--- config.mk ---
export PLATFORM = sky130hd
export DESIGN_NAME = sr_drive_controller_flat
export DESIGN_NICKNAME = d
export VERILOG_FILES = /design/src/rtl/sr_ctrl_pkg.sv /design/src/rtl/sr_drive_controller_if.sv /design/src/rtl/sr_cycle_counter.sv /design/src/rtl/sr_drive_controller.sv /design/src/flat_wrapper.sv
export SDC_FILE = /design/constraint.sdc
export NUM_CORES = 1
export LEC_CHECK = 0
export CORE_ASPECT_RATIO = 0.75
export CORE_UTILIZATION = 46
export CTS_CLUSTER_DIAMETER = 200
export DETAILED_ROUTE_END_ITERATION = 7
export PLACE_DENSITY = 0.79
export REMOVE_ABC_BUFFERS = 1
export SLEW_MARGIN = 10
export SYNTH_ARGS = -nofsm -noshare
export SYNTH_HDL_FRONTEND = slang
export SYNTH_SLANG_ARGS = --single-unit
export TNS_END_PERCENT = 50
--- constraint.sdc ---
create_clock -name Clk -period 2.1 [get_ports Clk]
set_input_delay 0.315 -clock Clk [delete_from_list [all_inputs] [get_ports Clk]]
set_output_delay 0.315 -clock Clk [all_outputs]
set_load 0.01 [all_outputs]
--- src/rtl/sr_ctrl_pkg.sv ---
// Shared definitions for the S/R flip-flop drive controller.
//   sr_state_t        : controller FSM state, 3-bit encoding
//   SR_PULSE_CYCLES   : default cycles S or R is held high per request
//   SR_TIMEOUT_CYCLES : default cycles to wait for Q/Qbar confirmation
//   sr_cnt_width()    : counter width able to hold max(pulse, timeout)
package sr_ctrl_pkg;

  typedef enum logic [2:0] {
    ST_IDLE  = 3'd0,
    ST_PULSE = 3'd1,
    ST_WAIT  = 3'd2,
    ST_DONE  = 3'd3,
    ST_ERR   = 3'd4
  } sr_state_t;

  localparam int SR_PULSE_CYCLES   = 2;
  localparam int SR_TIMEOUT_CYCLES = 8;

  function automatic int sr_cnt_width(input int pulse_cycles, input int timeout_cycles);
    int m;
    m = (pulse_cycles > timeout_cycles) ? pulse_cycles : timeout_cycles;
    return $clog2(m + 1);
  endfunction

endpackage

--- src/rtl/sr_drive_controller_if.sv ---
// Bundle of the controller's request handshake and flip-flop drive/feedback.
// Handshake: a request transfers at a rising clock edge where req_valid and
// req_ready are both 1; the requester holds req_valid and req_value stable
// until that edge, and req_value carries no meaning while req_valid is 0.
//   master : requester / flip-flop side (drives request and Q/Qbar feedback)
//   slave  : controller side (drives ready, S/R and status pulses)
interface sr_drive_controller_if;
  logic req_valid;
  logic req_value;
  logic req_ready;
  logic Q_fb;
  logic Qbar_fb;
  logic S;
  logic R;
  logic done;
  logic err;
  logic busy;

  modport master (
    output req_valid, req_value, Q_fb, Qbar_fb,
    input  req_ready, S, R, done, err, busy
  );

  modport slave (
    input  req_valid, req_value, Q_fb, Qbar_fb,
    output req_ready, S, R, done, err, busy
  );
endinterface

--- src/rtl/sr_cycle_counter.sv ---
// Loadable down-counter shared by the pulse and wait phases.
//   clk, rst : clock, synchronous active-high reset (clears count)
//   load     : load load_val this edge (wins over dec)
//   load_val : value to load
//   dec      : decrement this edge; holds at zero
//   zero     : count is zero
module sr_cycle_counter #(
  parameter int W = 4
) (
  input  logic         clk,
  input  logic         rst,
  input  logic         load,
  input  logic [W-1:0] load_val,
  input  logic         dec,
  output logic         zero
);

  logic [W-1:0] count;

  always_ff @(posedge clk) begin
    if (rst) begin
      count <= '0;
    end else if (load) begin
      count <= load_val;
    end else if (dec && (count != '0)) begin
      count <= count - 1'b1;
    end
  end

  assign zero = (count == '0);

endmodule

--- src/rtl/sr_drive_controller.sv ---
// Drives S/R of an sr_flip_flop to a requested level and confirms it on Q/Qbar.
//   Clk, Rst  : rising-edge clock, synchronous active-high reset
//   bus       : request handshake, S/R drive, Q/Qbar feedback, done/err/busy
//   state_dbg : current FSM state
// A request whose level is already present completes without any pulse.
// Otherwise S (or R) is held for PULSE_CYCLES, then feedback is checked every
// edge for up to TIMEOUT_CYCLES; Q_fb==Qbar_fb never counts as a match.
module sr_drive_controller
  import sr_ctrl_pkg::*;
#(
  parameter int PULSE_CYCLES   = SR_PULSE_CYCLES,
  parameter int TIMEOUT_CYCLES = SR_TIMEOUT_CYCLES
) (
  input  logic                 Clk,
  input  logic                 Rst,
  sr_drive_controller_if.slave bus,
  output sr_state_t            state_dbg
);

  localparam int CNT_W = sr_cnt_width(PULSE_CYCLES, TIMEOUT_CYCLES);

  sr_state_t  state;
  logic       tgt;
  logic       fb_valid;
  logic       fb_match;
  logic       idle_match;
  logic       handshake;
  logic       cnt_load;
  logic [CNT_W-1:0] cnt_val;
  logic       cnt_dec;
  logic       cnt_zero;

  assign fb_valid   = (bus.Q_fb != bus.Qbar_fb);
  assign fb_match   = fb_valid && (bus.Q_fb == tgt);
  // In IDLE the target is not latched yet, so compare against the request.
  assign idle_match = fb_valid && (bus.Q_fb == bus.req_value);
  assign handshake  = bus.req_valid && bus.req_ready;
  assign state_dbg  = state;

  always_comb begin
    cnt_load = 1'b0;
    cnt_val  = '0;
    cnt_dec  = 1'b0;
    case (state)
      ST_IDLE: begin
        if (handshake && !idle_match) begin
          cnt_load = 1'b1;
          cnt_val  = CNT_W'(PULSE_CYCLES - 1);
        end
      end
      ST_PULSE: begin
        if (cnt_zero) begin
          cnt_load = 1'b1;
          cnt_val  = CNT_W'(TIMEOUT_CYCLES - 1);
        end else begin
          cnt_dec = 1'b1;
        end
      end
      ST_WAIT: begin
        cnt_dec = !fb_match && !cnt_zero;
      end
      default: ;
    endcase
  end

  sr_cycle_counter #(.W(CNT_W)) u_cnt (
    .clk      (Clk),
    .rst      (Rst),
    .load     (cnt_load),
    .load_val (cnt_val),
    .dec      (cnt_dec),
    .zero     (cnt_zero)
  );

  always_ff @(posedge Clk) begin
    if (Rst) begin
      state         <= ST_IDLE;
      tgt           <= 1'b0;
      bus.S         <= 1'b0;
      bus.R         <= 1'b0;
      bus.done      <= 1'b0;
      bus.err       <= 1'b0;
      bus.busy      <= 1'b0;
      bus.req_ready <= 1'b1;
    end else begin
      bus.done <= 1'b0;
      bus.err  <= 1'b0;
      case (state)
        ST_IDLE: begin
          if (handshake) begin
            tgt           <= bus.req_value;
            bus.busy      <= 1'b1;
            bus.req_ready <= 1'b0;
            if (idle_match) begin
              state    <= ST_DONE;
              bus.done <= 1'b1;
            end else begin
              state <= ST_PULSE;
              bus.S <= bus.req_value;
              bus.R <= !bus.req_value;
            end
          end
        end
        ST_PULSE: begin
          if (cnt_zero) begin
            state <= ST_WAIT;
            bus.S <= 1'b0;
            bus.R <= 1'b0;
          end
        end
        ST_WAIT: begin
          if (fb_match) begin
            state    <= ST_DONE;
            bus.done <= 1'b1;
          end else if (cnt_zero) begin
            state   <= ST_ERR;
            bus.err <= 1'b1;
          end
        end
        default: begin
          // DONE and ERR last one cycle, then accept the next request.
          state         <= ST_IDLE;
          bus.busy      <= 1'b0;
          bus.req_ready <= 1'b1;
        end
      endcase
    end
  end

endmodule

--- src/flat_wrapper.sv ---
// flat-port wrapper written by rule: the top's interface ports become plain ports
module sr_drive_controller_flat import sr_ctrl_pkg::*;
#(
  parameter int PULSE_CYCLES   = SR_PULSE_CYCLES,
  parameter int TIMEOUT_CYCLES = SR_TIMEOUT_CYCLES
)
  (Clk, Rst, state_dbg, bus_req_valid, bus_req_value, bus_Q_fb, bus_Qbar_fb, bus_req_ready, bus_S, bus_R, bus_done, bus_err, bus_busy);
  sr_drive_controller_if bus_i ();
  input  logic Clk;
  input  logic Rst;
  output sr_state_t state_dbg;
  input wire logic [$bits(bus_i.req_valid)-1:0] bus_req_valid;
  input wire logic [$bits(bus_i.req_value)-1:0] bus_req_value;
  input wire logic [$bits(bus_i.Q_fb)-1:0] bus_Q_fb;
  input wire logic [$bits(bus_i.Qbar_fb)-1:0] bus_Qbar_fb;
  output wire logic [$bits(bus_i.req_ready)-1:0] bus_req_ready;
  output wire logic [$bits(bus_i.S)-1:0] bus_S;
  output wire logic [$bits(bus_i.R)-1:0] bus_R;
  output wire logic [$bits(bus_i.done)-1:0] bus_done;
  output wire logic [$bits(bus_i.err)-1:0] bus_err;
  output wire logic [$bits(bus_i.busy)-1:0] bus_busy;
  assign bus_i.req_valid = bus_req_valid;
  assign bus_i.req_value = bus_req_value;
  assign bus_i.Q_fb = bus_Q_fb;
  assign bus_i.Qbar_fb = bus_Qbar_fb;
  assign bus_req_ready = bus_i.req_ready;
  assign bus_S = bus_i.S;
  assign bus_R = bus_i.R;
  assign bus_done = bus_i.done;
  assign bus_err = bus_i.err;
  assign bus_busy = bus_i.busy;
  sr_drive_controller #(.PULSE_CYCLES(PULSE_CYCLES), .TIMEOUT_CYCLES(TIMEOUT_CYCLES)) u_core (.Clk(Clk), .Rst(Rst), .bus(bus_i), .state_dbg(state_dbg));
endmodule
==> impl_metrics.env <==
export IMPL_critPathArrivalTime_ns=1.54
export IMPL_swShare=0.405
export IMPL_grt_pass1_wl_mm=2.90
export IMPL_diodes=0
export IMPL_grt_ovfl_total=0
export IMPL_ant_nets=0
export IMPL_synth_top_cell_area_share=0.344
export IMPL_cts_buffers=3
export IMPL_cts_resized=0
export IMPL_p_leak_nw=0.364
export IMPL_post_synth_top_count_cell="dfxtp_1"
export IMPL_critPathTopFamily="buffers and inverters"
export IMPL_die_width_microns=50.6
export IMPL_clk_latency_ns=0.27
export IMPL_ys_top_cells_by_area="dfxtp_1 (34%), a21oi_1 (3.7%), buf_6 (2.8%)"
export IMPL_fmax_ghz=0.538
export IMPL_crit_type="reg2out"
export IMPL_initial_core_util=0.522
export IMPL_drc=0
export IMPL_pwr_share_seq=0.342
export IMPL_finalSetupViolations=0
export IMPL_ys_flop_type="dfxtp_1"
export IMPL_crit_chain="clkdlybuf4s50_1"
export IMPL_p_comb_frac=0.550
export IMPL_hold_viol=0
export IMPL_ioPinCount=15
export IMPL_clockBufferDepth=2
export IMPL_worstHoldStart="u_core.u_cnt.count[0]"
export IMPL_whs_path_depth=1
export IMPL_fill_cells=156
export IMPL_wl_met3_microns=87
export IMPL_max_stage_delay_ns=0.64
export IMPL_period_share=0.885
export IMPL_yosys_area_top_type="dfxtp_1"
export IMPL_synthArstFlopShare=0
export IMPL_fin_nets=110
export IMPL_die_area_sq_um=1950
export IMPL_synth_common_cells="dfxtp_1 (14), a21oi_1 (6), nor2_1 (6)"
export IMPL_critPathLaunchType="register"
export IMPL_critPathMaxFanout=11
export IMPL_synthCells=87
export IMPL_ir_worst_vdd_mv=0.846
export IMPL_drv_slew=0
export IMPL_hpwlAfterDp_mm=1.24
export IMPL_hold_buffers=0
export IMPL_finalClockSkew_ns=0.00370
export IMPL_tritoncts="built"
export IMPL_wl_mm=1.66
export IMPL_rows=12
export IMPL_p_switching_mw=0.544
export IMPL_final_cells=122
export IMPL_htreeDepth=1
export IMPL_finalCriticalPeriod_ns=1.86
export IMPL_root_buffer="clkbuf_4"
export IMPL_tightestPinTransition_ns=0.488
export IMPL_worstSetupPathDepth=1
export IMPL_highest_layer="met4"
export IMPL_drt_iter0_markers=16
export IMPL_synth_yosys_seq_area_share=0.344
export IMPL_clk_pin_slew_worst_paths_ns=0.08
export IMPL_io_buffers=14
export IMPL_relSlewSlack=0.674
export IMPL_die_h_microns=38.5
export IMPL_reg2regPathDepth=6
export IMPL_rsz0062_at_grt="false"
export IMPL_cap_violations=0
export IMPL_syn_area_sq_um=816
export IMPL_status="completed"
export IMPL_grt_max_degree=12
export IMPL_dr_pass1_iters=4
export IMPL_min_to="u_core.u_cnt.count[0]"
export IMPL_reg2reg_to="u_core.u_cnt.count[3]"
export IMPL_area_delta_synth_final_pct=19.9
export IMPL_r2r_setup_slack_ns=0.30
export IMPL_hp_class="reg2reg"
export IMPL_synth_distinct_cells=44
export IMPL_route_detailed_wl_per_inst_microns=13.6
export IMPL_clkPwrFrac=0.108
export IMPL_coreArea_sq_um=1560
export IMPL_placed_cells=119
export IMPL_wl_met1_microns=815
export IMPL_clock_sinks=14
export IMPL_power_density_nw_per_um2=1370
export IMPL_antenna_found_initial=0
export IMPL_postSynthAreaPerCell_sq_um=9.38
export IMPL_r2r_start="u_core.u_cnt.count[0]"
export IMPL_grt_usage=0.206
export IMPL_worst_setup_path_end_kind="output port"
export IMPL_critical_path_startpoint="u_core.state_dbg[0]"
export IMPL_drive_gt1_frac=0.149
export IMPL_via_per_inst=5.90
export IMPL_cp_data_required_time_ns=1.78
export IMPL_path_buf_inv=1
export IMPL_num_vias=720
export IMPL_route_met2_wl_microns=746
export IMPL_gp_congestion=0.844
export IMPL_ys_ff_latch=14
export IMPL_p_int_mw=0.800
export IMPL_postCtsSetupRepairBufs=0
export IMPL_ys_warn_count=0
export IMPL_tns_ns=0
export IMPL_grt_pass1_vias=654
export IMPL_synth_edff_count=0
export IMPL_crit_slowest_cell="clkdlybuf4s50_1"
routing by layer:
metal | track usage | vias up
met2 | 0.337 | 19
li1 | - | 361
met3 | 0.0714 | 2
met1 | 0.264 | 338
met4 | 0.0417 | 0
met5 | 0 | -
kinds of logic after synthesis:
kind of cell | Yosys count | share of synthesized area
AO/OA/AOI/OAI | 22 | 0.218
adder cells (fa/ha/maj) | 1 | 0.0153
buffers and inverters | 6 | 0.0460
flip-flops | 14 | 0.344
multiplexers | 1 | 0.0123
AND/OR/NAND/NOR | 43 | 0.365
cells in the final DEF, fill, tap and decap left out, drive strengths merged, types with 2 or more instances in the layout:
| cell | netlist | layout |
|---|---|---|
| or4 | 2 | 2 |
| a21oi | 6 | 6 |
| a211oi | 2 | 2 |
| and3b | 2 | 2 |
| nand3 | 3 | 3 |
| nand2b | 4 | 4 |
| clkbuf | 1 | 3 |
| o22ai | 2 | 2 |
| and2 | 2 | 2 |
| clkdlybuf4s50 | 0 | 14 |
| nor3b | 2 | 2 |
| or3 | 2 | 2 |
| nand3b | 3 | 3 |
| and4 | 2 | 2 |
| or3b | 3 | 3 |
| nand2 | 4 | 4 |
| dfxtp | 14 | 14 |
| inv | 3 | 3 |
| nor2 | 6 | 6 |
per-stage QoR:
stage	hold WS, ns	power (mW)	setup WS (ns)	utilization	instance area (sq um)
2_1_floorplan	0.380	0.972	0.439	-	790
3_3_place_gp	0.453	1.18	0.120	0.612	956
3_5_place_dp	0.455	1.19	0.0834	0.612	956
4_1_cts	0.469	1.34	0.244	0.627	978
5_1_grt	0.492	1.45	0.201	0.627	978
6_report	0.461	1.34	0.241	0.627	978
cell type report:
type / count / area, sq um / share of cell area
clock buffer: 3 / 22.5 / 0.0230
inverter: 3 / 11.3 / 0.0115
tap: 21 / 26.3 / 0.0269
timing repair buffer: 14 / 140 / 0.143
sequential: 14 / 280 / 0.286
multi-input combinational: 67 / 498 / 0.509
power by group through the flow:
stage	Combinational [mW]	Clock [mW]	Sequential, mW
floorplan	0.512	0	0.460
global placement	0.715	0	0.460
detailed placement	0.730	0	0.462
CTS	0.734	0.152	0.456
global route	0.809	0.165	0.476
finish	0.739	0.145	0.460
worst max-delay path by stage:
| stage | to |
|---|---|
| final | state_dbg[0] |
| after global routing | state_dbg[0] |
| after CTS | state_dbg[0] |
| after detailed placement | u_core.u_cnt.count[3] |
| after global placement | u_core.u_cnt.count[3] |
| after floorplan | u_core.u_cnt.count[3] |
state kept, by name (all words and copies together), names as in the netlist:
name                  count
u_core.state_dbg          3
u_core.bus.done           1
u_core.bus.S              1
u_core.tgt                1
u_core.bus.busy           1
u_core.bus.R              1
u_core.u_cnt.count        4
u_core.bus.err            1
u_core.bus.req_ready      1
Note: power is estimated with default switching activity, not from simulation.
